<file path="config.mk">
export PLATFORM = sky130hd
export DESIGN_NAME = freq_div_ctrl
export DESIGN_NICKNAME = d
export VERILOG_FILES = /design/src/rtl/freq_div_ctrl.sv
export SDC_FILE = /design/constraint.sdc
export NUM_CORES = 1
export LEC_CHECK = 0
export CORE_ASPECT_RATIO = 1.2
export CORE_MARGIN = 2
export CORE_UTILIZATION = 53
export CTS_CLUSTER_DIAMETER = 200
export DETAILED_ROUTE_END_ITERATION = 7
export HOLD_SLACK_MARGIN = 0.03
export PLACE_DENSITY = 0.8
export SETUP_SLACK_MARGIN = 0.3
export SLEW_MARGIN = 40
export SYNTH_ARGS = -nofsm -noshare
export SYNTH_HDL_FRONTEND = slang
export SYNTH_SLANG_ARGS = --single-unit
</file>
<file path="constraint.sdc">
create_clock -name Clock -period 2.81 [get_ports Clock]
set_input_delay 0.562 -clock Clock [delete_from_list [all_inputs] [get_ports Clock]]
set_output_delay 0.562 -clock Clock [all_outputs]
set_load 0.02 [all_outputs]
</file>
<file path="src/rtl/freq_div_ctrl.sv">
// Run-time controller for the programmable frequency divider: ratio handshake, start/stop, Tick/Div_Out.
// Optional burst mode (auto-stop after Burst_Len ticks) is compiled in with FREQ_DIV_BURST_EN.
module freq_div_ctrl #(
    parameter int WIDTH       = 8,
    parameter int BURST_W     = 8,
    parameter int RESET_RATIO = 2
) (
    input  logic               Clock,
    input  logic               Clear,
    input  logic               Start,
    input  logic               Stop,
    input  logic               Cfg_Valid,
    input  logic [WIDTH-1:0]   Cfg_Ratio,
    output logic               Cfg_Ready,
    input  logic [BURST_W-1:0] Burst_Len,
    output logic               Tick,
    output logic               Div_Out,
    output logic               Busy,
    output logic               Done,
    output logic [WIDTH-1:0]   Active_Ratio
);

    typedef enum logic [1:0] {IDLE, RUN, PEND} state_t;

    state_t           state, state_nxt;
    logic [WIDTH-1:0] count, count_nxt;
    logic [WIDTH-1:0] pend_ratio, pend_nxt;
    logic [WIDTH-1:0] ratio_nxt;
    logic [WIDTH-1:0] reff;
    logic             tick_nxt, div_nxt, done_nxt;
    logic             xfer, wrap, burst_end, start_go;

    // Ratios 0 and 1 both mean "tick every cycle".
    assign reff     = (Active_Ratio == '0) ? WIDTH'(1) : Active_Ratio;
    assign wrap     = (state != IDLE) && (count == reff - WIDTH'(1));
    assign xfer     = Cfg_Valid && Cfg_Ready;
    assign start_go = (state == IDLE) && Start && !Stop;

`ifdef FREQ_DIV_BURST_EN
    logic [BURST_W-1:0] burst_cnt;
    logic               burst_on;

    assign burst_end = burst_on && wrap && !Stop && (burst_cnt == BURST_W'(1));

    always_ff @(posedge Clock or posedge Clear) begin
        if (Clear) begin
            burst_cnt <= '0;
            burst_on  <= 1'b0;
        end else if (start_go) begin
            burst_cnt <= Burst_Len;
            burst_on  <= (Burst_Len != '0);
        end else if (burst_on && wrap && !Stop) begin
            burst_cnt <= burst_cnt - BURST_W'(1);
        end
    end
`else
    // Continuous-only build: Burst_Len is kept on the port list but has no effect.
    assign burst_end = 1'b0 & (|Burst_Len);
`endif

    always_ff @(posedge Clock or posedge Clear) begin
        if (Clear) state <= IDLE;
        else       state <= state_nxt;
    end

    always_comb begin
        state_nxt = state;
        case (state)
            IDLE: if (Start && !Stop) state_nxt = RUN;
            RUN: begin
                if (Stop || burst_end) state_nxt = IDLE;
                else if (xfer)         state_nxt = PEND;
            end
            PEND: begin
                if (Stop || burst_end) state_nxt = IDLE;
                else if (wrap)         state_nxt = RUN;
            end
            default: state_nxt = IDLE;
        endcase
    end

    always_comb begin
        count_nxt = count;
        ratio_nxt = Active_Ratio;
        pend_nxt  = pend_ratio;
        tick_nxt  = 1'b0;
        div_nxt   = Div_Out;
        done_nxt  = burst_end;
        case (state)
            IDLE: begin
                if (xfer) ratio_nxt = Cfg_Ratio;
                if (start_go) begin
                    count_nxt = '0;
                    div_nxt   = 1'b0;
                end
            end
            RUN, PEND: begin
                if (Stop) begin
                    // Halting commits whatever ratio is waiting; no Tick on this edge.
                    count_nxt = '0;
                    div_nxt   = 1'b0;
                    if (state == PEND) ratio_nxt = pend_ratio;
                    else if (xfer)     ratio_nxt = Cfg_Ratio;
                end else begin
                    if (wrap) begin
                        count_nxt = '0;
                        tick_nxt  = 1'b1;
                        div_nxt   = ~Div_Out;
                        if (state == PEND) ratio_nxt = pend_ratio;
                    end else begin
                        count_nxt = count + WIDTH'(1);
                    end
                    // A transfer landing on the burst-ending edge goes straight to Active_Ratio.
                    if (xfer) begin
                        if (burst_end) ratio_nxt = Cfg_Ratio;
                        else           pend_nxt  = Cfg_Ratio;
                    end
                end
            end
            default: ;
        endcase
    end

    always_ff @(posedge Clock or posedge Clear) begin
        if (Clear) begin
            count        <= '0;
            pend_ratio   <= '0;
            Active_Ratio <= WIDTH'(RESET_RATIO);
            Tick         <= 1'b0;
            Div_Out      <= 1'b0;
            Done         <= 1'b0;
            Busy         <= 1'b0;
            Cfg_Ready    <= 1'b1;
        end else begin
            count        <= count_nxt;
            pend_ratio   <= pend_nxt;
            Active_Ratio <= ratio_nxt;
            Tick         <= tick_nxt;
            Div_Out      <= div_nxt;
            Done         <= done_nxt;
            Busy         <= (state_nxt != IDLE);
            Cfg_Ready    <= (state_nxt != PEND);
        end
    end

endmodule

</file>
==> impl_summary.md, run 1 <==
Setup path
At the worst endpoint, the required time is 3000 ps. The startpoint of the worst register-to-register path is Active_Ratio[7]$_DFFE_PP0P_. In this design, the stage delay of the slowest critical-path cell is 410 ps. The first element of the critical path is Active_Ratio[7]$_DFFE_PP0P_. The most critical setup path has its endpoint at Active_Ratio[3]$_DFFE_PP0P_. The maximum fanout count along the critical path is 5. The setup check on the worst reg-to-reg path leaves a slack of 390 ps.

The kind of launch point of the worst setup path is a flop. The capturing point of the worst reg2reg path is Active_Ratio[3]$_DFFE_PP0P_. Counting cells, the worst reg-to-reg path comes to 9.

The signal on the critical path passes through nor3_4 -> a31oi_2 -> ha_1 -> nor2b_2 -> a21o_1 -> a211oi_4 -> nor3b_4 -> a31o_4 -> a32oi_1. The slowest cell on the critical path is dfrtp_1. The kind of capture point of the worst setup path is a flop. By startpoint and endpoint, the worst setup path is classified as flop to flop.

Data arrives at the worst endpoint at 2610 ps.

Routing
After detailed routing, the number of remaining DRC violations is 0. In this run the remaining antenna-violating nets after routing total 0. For this block, the initial DRC count from the detailed router was 110.

Dividing the detail-routed wire length by the instance count gives 16.7 µm. The via density per instance is 6.22. Before antenna repair, the detailed router went through 4 iterations. The total wire length is 4.80 mm.

The vias after detailed routing is 1790.

Layout
The synthesis-to-finish area growth is 25.1%. The count of antenna diodes in the layout is 0. The final-layout fill cell count is 280.

The share of post-route cells with drive strength above 1 is 0.201. The commonest non-fill, non-tap cell in the layout is dfrtp_1. The library cells used most frequently in the layout, excluding fill and tap cells, are dfrtp_1, nor2_1, clkdlybuf4s50_1. The net count of the finished layout is 275. The final standard cell utilization of the core is 0.683. The number of standard cells in the final layout excluding fillers is 288.

Place
The HPWL after detailed placement is 3.21 mm. Routability-driven placement finished with a final weighted congestion of 0.826. Input and output buffers added on the ports amount to 24. The number of instances in the placed design is 276.

Clock network
The number of levels in the clock H-tree is 2. The clock tree root driver cell is clkbuf_8. The latest clock arrival within the worst-skew pair is 290 ps.

The longest clock path from root to sink contains 2 buffers. TritonCTS built the clock tree. TritonCTS created 5 clock buffers.

The clock-pin slew of the registers on the worst-case setup and hold paths is 60 ps. The clock sink total is 30.

Flow run
The tool flagged a number of max-cap violations equal to 0.

Die
From bottom edge to top edge, the die measures 70.8 µm. The die width is 59.6 µm. The total area inside the core boundary comes to 0.00360 mm². Pin placement for this block handled 34 I/O pins. The die covers 0.00422 mm².

The initial utilization of the core area, before any placement, comes to 0.546. The number of standard-cell rows in the floorplan is 24.

Global route
In the global route stage, overall resource usage came out at 0.235. The number of global-route vias before repair came to 1638. The number of antenna violations at the first check in global routing is 0. For this run the aggregate overflow at the end of global routing stands at 0. The first global-routing pass estimated 7.54 mm of wire.

The largest net degree at the start of global routing is 31.

Timing
The worst-case clock skew is 6.31 ps. The minimum hold slack is 501 ps. Setup violations remaining at the end of the flow were counted as 0. The final number of hold-violating endpoints was 0. Setup repair after global routing could not meet its margin everywhere.

The share of the clock period used by the worst path is 0.860. Timing would allow up to 414 MHz. The clock period could shrink to 2420 ps.

The number of slew-limit violations in the final report is 0. For the final routed database, the setup TNS stands at 0 ps.

Min path
In this run the most critical hold path is launched from pend_ratio[1]$_DFFE_PP0P_. The worst min-delay path class is flop to flop.

Yosys
The compound-gate portion of the synthesized area is 0.217. The flop and latch count out of synthesis is 30. Of the total synthesized cell area, the portion taken by AND, OR, NAND and NOR gates is 0.243.

Counting flops with an async set or reset pin after synthesis yields a share of 1.00. The number of synthesized flops with an enable pin is 0. Averaged over all synthesized cells, the footprint is 9.37 µm². During synthesis, Yosys emitted a total of 0 warnings. The number of nets in the synthesized netlist is 237. Of the total synthesized cell area, the portion taken by XOR and XNOR cells is 0.0223. Synthesis instantiated 60 different standard cells from the library. Synthesis produced a netlist whose cell count is 210. The flip-flop cell with the highest count after synthesis is dfrtp_1. The combinational family with the most area after synthesis is simple AND/OR/NAND/NOR gates.

The share of cell area taken by muxes after synthesis is 0.0617. The cell area that synthesis handed to floorplanning was 0.00197 mm². The area share of fa/ha/maj cells after synthesis is 0.0381. The share of the Yosys chip area taken by registers is 0.383.

Power
The power per cell area is 1020 mW/mm². The peak ir drop on the vdd network is 481 µV. In this run the static leakage power is 1.05 nW. The design draws 2.51 mW.

Outcome
The run finished with clean final reports.
layer usage:
metal | GRT usage | part of all wire
met1 | 0.292 | 0.41
met2 | 0.386 | 0.51
met3 | 0.0567 | 0.050
met4 | 0.0988 | 0.027
met5 | 0 | 0
registers in the layout (all words and copies together), names as in the netlist:
name / flops
Tick: 1
pend_ratio: 8
Div_Out: 1
Active_Ratio: 8
count: 8
state: 2
Cfg_Ready: 1
Busy: 1
synth_stat cells, types with 2 or more instances:
| library cell | count | area share |
|---|---|---|
| mux2i_1 | 2 | 0.010 |
| a211oi_1 | 2 | 0.0076 |
| o21ai_1 | 2 | 0.0051 |
| a21o_1 | 4 | 0.015 |
| nand2_1 | 12 | 0.023 |
| nand3_1 | 4 | 0.010 |
| buf_2 | 2 | 0.0051 |
| a22o_1 | 3 | 0.013 |
| nor2b_1 | 9 | 0.029 |
| a21oi_1 | 3 | 0.0076 |
| and3_1 | 3 | 0.0095 |
| nand4_1 | 2 | 0.0064 |
| and2_1 | 2 | 0.0064 |
| o21ai_0 | 10 | 0.025 |
| dfstp_2 | 2 | 0.027 |
| nor3_1 | 6 | 0.015 |
| inv_1 | 8 | 0.015 |
| xor2_1 | 4 | 0.018 |
| a32oi_1 | 9 | 0.040 |
| ha_1 | 6 | 0.038 |
| a31oi_1 | 8 | 0.025 |
| or3_1 | 8 | 0.025 |
| dfrtp_1 | 28 | 0.36 |
| mux2_2 | 9 | 0.051 |
| nor2_1 | 27 | 0.051 |
logic make-up after synthesis:
group | count (synthesis)
XOR/XNOR | 5
adder cells (fa/ha/maj) | 6
buffers and inverters | 14
AND/OR/NAND/NOR | 87
flip-flops | 30
AO/OA/AOI/OAI | 56
multiplexers | 11
other | 1
worst max-delay path, delay by kind of cell, from the launching register on:
kind | cells | cell delay, ps
AOI/OAI and AO/OA | 5 | 1140
and+or+nand+nor | 3 | 510
DFF | 1 | 410
adders and majority gates | 1 | 250
what timing repair did:
action,in CTS,in global routing
gates resized for setup,4,7
gates cloned,0,1
endpoints found under the setup margin,10,10
hold buffers,0,0
pin swaps,1,5
endpoints found under the hold margin,0,0
buffers inserted,0,3
stage by stage:
step | setup slack (ps) | instance area (µm²)
after floorplan | 345 | 1970
after global placement | 249 | 2290
after detailed placement | 201 | 2290
after CTS | 302 | 2390
after global routing | 283 | 2460
final | 393 | 2460
power by group:
part	internal (mW)	switching (mW)	total (mW)
registers	0.589	0.155	0.744
clock network	0.197	0.165	0.362
logic	0.628	0.776	1.40
total	1.41	1.10	2.51
final cells by class:
type                    instances  area, µm²  area share
clock buffers                   7       86.3      0.0351
clock inverters                 1       5.00     0.00203
well taps                      39       48.8      0.0198
inverters                       8       30.0      0.0122
flip-flops and latches         30        754       0.306
multi-input cells             167       1210       0.490
repair buffers                 36        330       0.134
worst min-delay path by stage:
stage	endpoint	slack, ps	depth (start not counted)
final	pend_ratio[1]$_DFFE_PP0P_	500	1
after detailed placement	Div_Out$_DFFE_PP0P_	480	1
after floorplan	pend_ratio[0]$_DFFE_PP0P_	470	1
after global routing	Div_Out$_DFFE_PP0P_	520	1
after CTS	Div_Out$_DFFE_PP0P_	490	1
after global placement	pend_ratio[7]$_DFFE_PP0P_	480	1
No activity file was read; power rests on OpenSTA's default activity.
==> run 2: changes to the inputs <==
--- a/config.mk
+++ b/config.mk
@@ -13,7 +13,6 @@
 export HOLD_SLACK_MARGIN = 0.03
 export PLACE_DENSITY = 0.8
 export SETUP_SLACK_MARGIN = 0.3
-export SLEW_MARGIN = 40
 export SYNTH_ARGS = -nofsm -noshare
 export SYNTH_HDL_FRONTEND = slang
 export SYNTH_SLANG_ARGS = --single-unit
==> results of run 2 <==
No change in the layout: final DEF, timing and power equal those of run 1.
==> RTL edit (config.mk and constraints of run 1) <==
Build with the macro `FREQ_DIV_BURST_EN` defined.
--- a/src/rtl/freq_div_ctrl.sv
+++ b/src/rtl/freq_div_ctrl.sv
@@ -1,5 +1,7 @@
 // Run-time controller for the programmable frequency divider: ratio handshake, start/stop, Tick/Div_Out.
 // Optional burst mode (auto-stop after Burst_Len ticks) is compiled in with FREQ_DIV_BURST_EN.
+`define FREQ_DIV_BURST_EN
+
 module freq_div_ctrl #(
     parameter int WIDTH       = 8,
     parameter int BURST_W     = 8,
Function: changed (a bounded check fails within 4 cycles, from zero or initial values).
==> RTL edit against run 1 <==
Largest power group unchanged; hold slack got worse by 0.025 ns; first-iteration DRC count increased by 93%; sequential share of layout area decreased by 4.6 points; wire length increased by 77%; sequential cell count increased by 10; setup slack got worse by 0.35 ns; critical path depth increased by 3; total power increased by 59%; synthesized area increased by 49%; largest cell class unchanged; clock skew about the same; design area increased by 57%.
==> RTL edit: results (changes against run 1) <==
worstHoldEndpoint: "Div_Out"  # was pend_ratio[1]
grt_max_degree: 41  # was 31
drive_above_1_share_pct: 24.5  # was 20.1%
fin_nets: 428  # was 275
drt_iter0_markers: 212  # was 110
wl_per_cell_microns: 18.4  # was 16.7 microns
synthArstFlopShare_pct: 100  # unchanged
post-place-ws_ns: -0.0654  # was 0.201 ns
yosysSeqAreaShare_pct: 34.3  # was 38.3%
gp_congestion: 0.926  # was 0.826
switchingPower_uw: 1770  # was 1100 uW
grt_pass1_vias: 2825  # was 1638
stdcell_count: 462  # was 288
cellLeakagePower_uw: 0.00163  # was 0.00105 uW
grt_usage_pct: 26.8  # was 23.5%
reg2reg_to: "pend_ratio[0]"  # was Active_Ratio[3]
cp_max_fo: 9  # was 5
vdd_drop_max_uv: 659  # was 481 uV
grt_pass1_wl_microns: 13200  # was 7540 microns
hold_ws_ns: 0.476  # was 0.501 ns
rr_worst_depth: 12  # was 9
ant_nets: 0  # unchanged
r2r-start: "Active_Ratio[1]"  # was Active_Ratio[7]
post-dp-hpwl_microns: 5860  # was 3210 microns
cts.clk_slew.worst_paths_ns: 0.08  # was 0.06 ns
root_buffer: "clkbuf_8"  # unchanged
place_inst: 449  # was 276
synthCells: 351  # was 210
vias: 2945  # was 1790
clock-skew-final_ns: 0.00636  # was 0.00631 ns
synth.top_cells.by_area: "dfrtp_1 (32%), nand2_1 (5.3%), nor2_1 (4.0%)"  # was dfrtp_1 (36%), mux2_2 (5.1%), nor2_1 (5.1%)
cts_buffer_depth: 2  # unchanged
ys_top_cells_by_count: "nand2_1 (41), dfrtp_1 (38), nor2_1 (31)"  # was dfrtp_1 (28), nor2_1 (27), nand2_1 (12)
r2r_setup_slack_ns: 0.04  # was 0.39 ns
htreeDepth: 2  # unchanged
holdPathStages: 1  # unchanged
yosys_warnings: 0  # unchanged
yosysUniqueCellTypes: 67  # was 60
placement.io_buffers: 33  # was 24
hp-start: "Div_Out"  # was pend_ratio[1]
arrival_ns: 2.95  # was 2.61 ns
drt_first_pass_iters: 6  # was 4
status: "finished, final reports clean"  # unchanged
synth_nets: 380  # was 237
## RTL edit: cell types whose count changed in the layout (fill, tap and decap cells not counted), moves of 11 or more
cell / run 1 / this run
buf_4: 12 / 25
inv_1: 8 / 19
nand2_1: 12 / 39
nand3_1: 4 / 16
## RTL edit: area by class of cell
type | instances | area [sq um]
clock buffer | 7 | 96.3
clock inverter | 1 | 30.0
fill | 370 | 1420
inverter | 21 | 78.8
multi-input combinational | 271 | 2030
sequential | 40 | 1010
tap | 62 | 77.6
timing repair buffer | 60 | 549
## RTL edit: logic make-up after synthesis
group	count (synthesis)	synth area share [%]
flops	40	34.3
xor+xnor	11	3.29
fa+ha+maj	8	3.42
buf+inv	40	6.16
simple gates	149	26.0
mux	12	4.45
compound gates	91	22.4
## RTL edit: stage by stage
stage	util, %	cell area [sq um]
floorplan	-	2970
global placement	64.8	3430
detailed placement	64.8	3430
CTS	68.5	3630
global route	73.1	3870
finish	73.1	3870
## RTL edit: how the worst max path moves through the flow
stage | cells past startpoint | slack (ns) | endpoint | from
3_3_place_gp | 10 | 0.08 | pend_ratio[2] | Active_Ratio[1]
6_report | 12 | 0.04 | pend_ratio[0] | Active_Ratio[1]
3_5_place_dp | 11 | -0.07 | burst_cnt[4] | Active_Ratio[1]
5_1_grt | 11 | -0.11 | burst_cnt[4] | Active_Ratio[1]
2_1_floorplan | 11 | -0.08 | pend_ratio[0] | Active_Ratio[3]
4_1_cts | 11 | 0.07 | pend_ratio[4] | Active_Ratio[1]
## RTL edit: repair_timing
| item | 4_1_cts | 5_1_grt |
|---|---|---|
| setup endpoints to repair | 38 | 38 |
| setup buffers | 3 | 2 |
| hold buffers | 0 | 0 |
| pin swaps | 10 | 16 |
| gates resized for setup | 8 | 45 |
## RTL edit: power groups by stage
| stage | clock (uW) | sequential, uW | combinational [uW] |
|---|---|---|---|
| final | 518 | 1030 | 2450 |
| after global routing | 546 | 1060 | 2620 |
| after CTS | 522 | 1010 | 2090 |
| after detailed placement | 0 | 1020 | 2020 |
| after global placement | 0 | 1000 | 1950 |
| after floorplan | 0 | 1080 | 1320 |
## RTL edit: per-layer routing
layer  GRT usage [%]  vias up  routed length, microns
met5               0        -                       0
met4            11.0        0                     275
met3            4.39       26                     449
met2            45.8      135                    4440
met1            33.4     1417                    3340
li1                -     1367                       -
## RTL edit: worst max-delay path: stages, from the launching register on
cell      delay [ns]
dfstp_2         0.54
buf_4           0.14
inv_1           0.08
ha_2            0.20
buf_4           0.13
xnor2_1         0.14
o21ai_1         0.08
a31oi_1         0.24
or2_4           0.27
nand3_2         0.14
o211ai_4        0.23
buf_12          0.16
mux2_4          0.30
